$ cat config.mk
export PLATFORM = sky130hd
export DESIGN_NAME = rk2_tx
export DESIGN_NICKNAME = d
export VERILOG_FILES = /design/src/rtl/rk2_tx.sv
export SDC_FILE = /design/constraint.sdc
export NUM_CORES = 1
export LEC_CHECK = 0
export CAP_MARGIN = 0
export CORE_MARGIN = 2
export CORE_UTILIZATION = 50
export CTS_CLUSTER_DIAMETER = 200
export DETAILED_ROUTE_END_ITERATION = 10
export PLACE_DENSITY = 0.79
export REMOVE_ABC_BUFFERS = 1
export SETUP_SLACK_MARGIN = 0.15
export SYNTH_ARGS = -nofsm -noshare
export SYNTH_HDL_FRONTEND = slang
export SYNTH_SLANG_ARGS = --single-unit
$ cat constraint.sdc
create_clock -name clk -period 5.6 [get_ports clk]
set_input_delay 1.12 -clock clk [delete_from_list [all_inputs] [get_ports clk]]
set_output_delay 1.12 -clock clk [all_outputs]
set_load 0.1 [all_outputs]
$ cat src/rtl/rk2_tx.sv
// rk2_tx: sends a 16-bit word as a three-byte frame (header, high, low), waits for ack/err,
// and re-sends after a cs-high gap on timeout or error until the retry budget runs out.
module rk2_tx #(
    parameter logic [7:0] HEADER      = 8'hCA,
    parameter int         ACK_TIMEOUT = 8,
    parameter int         MAX_RETRY   = 2,
    parameter int         GAP         = 2
) (
    input  logic        clk,
    input  logic        rst,
    input  logic        start,
    input  logic [15:0] d_in,
    input  logic        ack,
    input  logic        err,
    output logic        cs,
    output logic [7:0]  d_out,
    output logic        busy,
    output logic        done,
    output logic        fail,
    output logic [1:0]  retries
);

    typedef enum logic [2:0] {
        S_IDLE,
        S_HDR,
        S_HI,
        S_LO,
        S_WAIT,
        S_GAP
    } state_t;

    state_t      r_state;
    logic [15:0] r_shadow;
    logic [7:0]  r_cnt;
    logic [1:0]  r_retries;
    logic        r_cs;
    logic [7:0]  r_d_out;
    logic        r_busy;
    logic        r_done;
    logic        r_fail;

    state_t      w_state_next;
    logic [15:0] w_shadow_next;
    logic [7:0]  w_cnt_next;
    logic [1:0]  w_retries_next;
    logic        w_cs_next;
    logic [7:0]  w_d_out_next;
    logic        w_done_next;
    logic        w_fail_next;
    logic        w_attempt_failed;

    // err wins over ack; a silent line fails only once the last allowed WAIT cycle passes.
    assign w_attempt_failed = err || (!ack && (r_cnt == 8'(ACK_TIMEOUT)));

    always_comb begin
        w_state_next   = r_state;
        w_shadow_next  = r_shadow;
        w_cnt_next     = r_cnt;
        w_retries_next = r_retries;
        w_done_next    = 1'b0;
        w_fail_next    = 1'b0;

        case (r_state)
            S_IDLE: begin
                if (start) begin
                    w_shadow_next  = d_in;
                    w_retries_next = 2'd0;
                    w_state_next   = S_HDR;
                end
            end
            S_HDR: w_state_next = S_HI;
            S_HI:  w_state_next = S_LO;
            S_LO: begin
                w_cnt_next   = 8'd1;
                w_state_next = S_WAIT;
            end
            S_WAIT: begin
                if (w_attempt_failed) begin
                    if (r_retries < 2'(MAX_RETRY)) begin
                        w_retries_next = r_retries + 2'd1;
                        w_cnt_next     = 8'd1;
                        w_state_next   = (GAP == 0) ? S_HDR : S_GAP;
                    end else begin
                        w_fail_next  = 1'b1;
                        w_state_next = S_IDLE;
                    end
                end else if (ack) begin
                    w_done_next  = 1'b1;
                    w_state_next = S_IDLE;
                end else begin
                    w_cnt_next = r_cnt + 8'd1;
                end
            end
            S_GAP: begin
                if (r_cnt >= 8'(GAP)) begin
                    w_state_next = S_HDR;
                end else begin
                    w_cnt_next = r_cnt + 8'd1;
                end
            end
            default: w_state_next = S_IDLE;
        endcase
    end

    // Outputs are decoded from the next state so the registered pins line up with the state.
    always_comb begin
        w_cs_next    = 1'b1;
        w_d_out_next = 8'h00;
        case (w_state_next)
            S_HDR: begin
                w_cs_next    = 1'b0;
                w_d_out_next = HEADER;
            end
            S_HI: begin
                w_cs_next    = 1'b0;
                w_d_out_next = w_shadow_next[15:8];
            end
            S_LO: begin
                w_cs_next    = 1'b0;
                w_d_out_next = w_shadow_next[7:0];
            end
            default: begin
                w_cs_next    = 1'b1;
                w_d_out_next = 8'h00;
            end
        endcase
    end

    always_ff @(posedge clk) begin
        if (rst) begin
            r_state   <= S_IDLE;
            r_shadow  <= 16'h0000;
            r_cnt     <= 8'd0;
            r_retries <= 2'd0;
            r_cs      <= 1'b1;
            r_d_out   <= 8'h00;
            r_busy    <= 1'b0;
            r_done    <= 1'b0;
            r_fail    <= 1'b0;
        end else begin
            r_state   <= w_state_next;
            r_shadow  <= w_shadow_next;
            r_cnt     <= w_cnt_next;
            r_retries <= w_retries_next;
            r_cs      <= w_cs_next;
            r_d_out   <= w_d_out_next;
            r_busy    <= (w_state_next != S_IDLE);
            r_done    <= w_done_next;
            r_fail    <= w_fail_next;
        end
    end

    assign cs      = r_cs;
    assign d_out   = r_d_out;
    assign busy    = r_busy;
    assign done    = r_done;
    assign fail    = r_fail;
    assign retries = r_retries;

endmodule

==> run metrics <==
vias in the first global route ~1400; max incr delay on CP between 1 and 1.5 ns; normalized max-slew margin 0.353; simple-gate portion of the synthesized area 0.249; reg2reg path depth 7; CTS tree done; Synth area leaders dfxtp_1 (45%), nand2_1 (7.4%), a21oi_1 (6.0%), a32o_1 (3.3%), o21ai_0 (3.3%); Post-Route WL around 3.7 mm; RSZ-0062 raised after global routing false; Max Fclk ~320 MHz; vias post-DR between 1500 and 2000; asr flop ratio synth 0; dpl hpwl ~2.5 mm; Root Buffer clkbuf_4; post-synthesis xor/xnor area fraction 0; sequential share of the synthesized area 0.451; crit path buf inv count 1; maxcap violations 0; Hold Path Class flip-flop to flip-flop; VDD IR max 138 uV; worst slew pin tran a little under 1 ns; first-pass GRT wire length between 6 and 7 mm; CTS buffer count 5; pwr/cell area ~280 nW/um^2; Die Ht 64.3 um; Hold Path Depth 2; Routed Antenna Nets 0; post-synth top area share 0.451; Pleak 0.805 nW; number of flops mapped to enable cells by yosys 0; Crit Path Class flip-flop to output pin; Die Wd about 64 um; GP Congestion roughly 0.80; clk buf depth 2; pre-CTS setup slack between 2 and 2.5 ns; final hold slack ~0.46 ns; final setup margin around 2.4 ns; top cell type by total area after synthesis dfxtp_1; Post-Synth Adder-Cell Area 0.0206; DR WL/cell about 13 um; crit path max fanout 9; Top FF cell, synth dfxtp_1; Synth Area in Compound Gates 0.233; status completed; post-route setup TNS 0 ns; # hold bufs at CTS 0; worst skew pair latency about 0.34 ns; min Tclk post-route 3.17 ns; ANT cells 0; critical path's slowest cell clkdlybuf4s50_1; CP Depth 1; die footprint slightly above 4000 sq um; Synth Register Bits 41; Final nets ~270; clk slew on worst S/H paths ~0.11 ns; multiplexer share of the synthesized area 0.00550; Hold Fails Final Rpt 0; max-slew violation total from the final report 0; synth-to-layout area growth 23.6%; antenna violations before repair 0; remaining global-route overflow 0; Top delay family on crit path buffers and inverters; final number of setup-violating endpoints 0; R2R Setup Slk roughly 3 ns; CTS-repair resized insts 0; DRC viols 0; TritonRoute pass-1 iters 5; cell row count 21; initial DRC count between 100 and 150; post-synthesis average cell area about 8.6 sq um; CP Launch Type flip-flop; IO Port Bufs 34; GRT Total Usage 0.195; H-tree depth 2; Arr. time, crit path between 2 and 2.5 ns; Worst EP required between 4 and 5 ns; Post-Syn Area roughly 1800 sq um; post-CTS setup buffer count 0; largest net degree at the start of global routing 34; skew final a little over 0.009 ns; Starting Density 0.533; Vias/cell approximately 5.6; Tcrit/Tclk final 0.566; core area 3420 sq um; CP Cell Sequence clkdlybuf4s50_1; cells after synthesis around 210; clock sinks 41; largest family of logic cells by synthesized area simple AND/OR/NAND/NOR gates; YS warnings 0; I/O pin total 35; Crit. End Element output pin; share of layout cells above drive strength 1 0.0905; Distinct cells, synth 46
## cell usage in the layout (no fill, tap or decap), types with 2 or more instances in the layout
cell,n
nand3_1,2
o41ai_1,2
ha_1,3
nor2_1,13
clkbuf_4,5
a211oi_1,4
dfxtp_1,41
a22oi_1,4
nor2b_2,3
nor3b_1,5
inv_1,7
o21ai_0,12
nor2b_1,4
a32o_1,6
nor4_1,3
nand2b_1,3
nor3_1,2
a21oi_1,22
nand3b_1,2
clkdlybuf4s50_1,34
a221oi_1,3
and3_2,2
nand2_1,36
## where the power goes
part | total [W] | switching (W) | internal [W] | leakage, nW
clock | 0.000182 | 0.0000908 | 0.0000909 | 0.0410
sequential | 0.000323 | 0.0000138 | 0.000309 | 0.334
combinational | 0.000136 | 0.0000894 | 0.0000469 | 0.430
## layout make-up
type,instances,area [sq um]
clock buffer,5,37.5
clock inverter,2,35.0
fill,307,1170
inverter,7,26.3
multi-input combinational,153,925
sequential,41,821
tap,46,57.6
timing repair buffer,35,348
## sequential cells by signal, indices dropped and copies added (netlist names)
name,count
retries,2
r_shadow,16
r_cnt,8
d_out,8
cs,1
r_state,3
busy,1
done,1
fail,1
## cells by family after synthesis
logic type | after synthesis
AOI/OAI and AO/OA | 63
adders and majority gates | 3
buffers and inverters | 18
DFF | 41
muxes | 1
and+or+nand+nor | 86
## stage by stage
step                area (sq um)   util  cells  total power (W)
finish                      2250  0.659    289         0.000641
detailed placement          2180  0.637    282         0.000465
global placement            2180  0.637    282         0.000465
CTS                         2250  0.659    289         0.000645
floorplan                   1770      -    201         0.000421
global route                2250  0.659    289         0.000673
## worst paths after layout
path / from / to
hold / removal: r_shadow[8]$_SDFF_PP0_ / r_shadow[8]$_SDFF_PP0_
hold reg to reg: r_shadow[8]$_SDFF_PP0_ / r_shadow[8]$_SDFF_PP0_
setup / recovery: retries[1]$_SDFFE_PP0P_ / retries[1]
setup reg to reg: r_cnt[0]$_SDFFE_PP0P_ / r_cnt[0]$_SDFFE_PP0P_
## routing by layer
metal  track usage  part of all wire  vias up
li1              -                 -      825
met3        0.0581             0.054        6
met5             0                 0        -
met1         0.267              0.47      734
met2         0.289              0.46       42
met4        0.0718             0.014        0
## cell usage after synthesis, types with 4 or more instances
library cell  count
dfxtp_1          41
nand2_1          36
a21oi_1          22
nor2_1           13
o21ai_0          12
clkbuf_1          9
inv_1             7
a32o_1            6
nor3b_1           5
a211oi_1          4
a22oi_1           4
nor2b_1           4
Power figures use the tool's default switching activity.
==> RTL edit: new RTL, config.mk and constraints unchanged <==
Make the reset (`rst`) asynchronous in one clocked block.
--- a/src/rtl/rk2_tx.sv
+++ b/src/rtl/rk2_tx.sv
@@ -127,5 +127,5 @@
     end
 
-    always_ff @(posedge clk) begin
+    always_ff @(posedge clk or posedge rst) begin
         if (rst) begin
             r_state   <= S_IDLE;
Formal check against the unedited RTL: differs if rst is asserted again (counterexample within 4 cycles, from zero or initial values and one cycle with rst high); with rst held inactive, the same outputs for 10 cycles.
==> RTL edit against the original RTL <==
Design area is 2.2% higher; setup slack worse by 120 ps; routed wire length is 6.0% lower; sequential cell count stayed put; first-iteration DRC count is 29% lower; synthesized area is 0.48% higher; sequential share of layout area is 8.2 points higher; critical path type is now input pin to flip-flop; critical endpoint is now r_cnt[5]$_DFFE_PP0P_; largest cell class is now registers.
Power is not compared: it rests on default switching activity, and its combinational part moved more than twofold at a synthesized area within 25%.
==> RTL edit: results (changes against the original RTL) <==
Place
  • GP Congestion: 0.8281 (was 0.8035)
  • HPWL after detailed placement: 2499 um (was 2546 um)
  • Post-DP Area: 2211 um2 (was 2177 um2)

Layout
  • Layout net count: 221 (was 267)
  • FILL cells: 269 (was 307)
  • Final core utilization: 0.6733 (was 0.6586)
  • Seq area share: 0.4467 (was 0.3648)
  • Share of cell area taken by multi-input logic gates: 0.3270 (was 0.4110)
  • Non-clock buffering overhead: 0.1513 (was 0.1546)

Synth
  • Post-synth cell types: 36 (was 46)
  • Register area share after synthesis: 0.5616 (was 0.4509)

STA
  • Actual slew at the worst max-slew pin: 1067 ps (was 966.7 ps)

Worst hold path
  • Hold Path Depth: 1 (was 2)
  • Hold path endpoint: r_cnt[7]$_DFFE_PP0P_ (was r_shadow[8]$_SDFF_PP0_)

Route
  • Routed WL: 3480 um (was 3701 um)
  • Vias per cell: 5.459 (was 5.561)
  • Initial drt markers: 84 (was 119)

Worst setup path
  • Top fanout value on the critical path: 11 (was 9)
  • Worst r2r src: r_cnt[7]$_DFFE_PP0P_ (was r_cnt[0]$_SDFFE_PP0P_)
  • CP Capture Point: r_cnt[5]$_DFFE_PP0P_ (was retries[1])
  • WP data arrival: 3520 ps (was 2050 ps)
  • Worst setup path start: ack (was retries[1]$_SDFFE_PP0P_)

Outcome
  • Status: finished clean (unchanged)

Global route
  • Vias in the first global route: 1263 (was 1384)
  • First-pass GRT wire length: 5802 um (was 6341 um)
## RTL edit: report_power, final
group / switching (mW) / internal, mW
registers: 0.0833 / 0.411
clock network: 0.0963 / 0.106
logic: 0.429 / 0.216
## RTL edit: worst max-delay path, cell delays in order
cell and delay (ps):
clkdlybuf4s50_1 450, nand3b_1 230, or4_1 480, a31oi_1 670, or2_0 410, o21ai_0 160
## RTL edit: logic make-up (layout without fill, tap and decap cells)
kind of cell	Yosys count	in the layout	synth area share
compound gates	37	37	0.1252
fa+ha+maj	3	3	0.02052
buf+inv	14	50	0.03214
flops	41	41	0.5616
mux	17	17	0.1046
simple gates	50	50	0.1560
## RTL edit: metal layers
| metal | vias to the layer above | global-route usage | wire [um] |
|---|---|---|---|
| met3 | 6 | 0.06424 | 168 |
| li1 | 648 | - | - |
| met1 | 647 | 0.2229 | 1450 |
| met2 | 31 | 0.3112 | 1780 |
| met5 | - | 0 | 0 |
| met4 | 0 | 0.09840 | 80 |
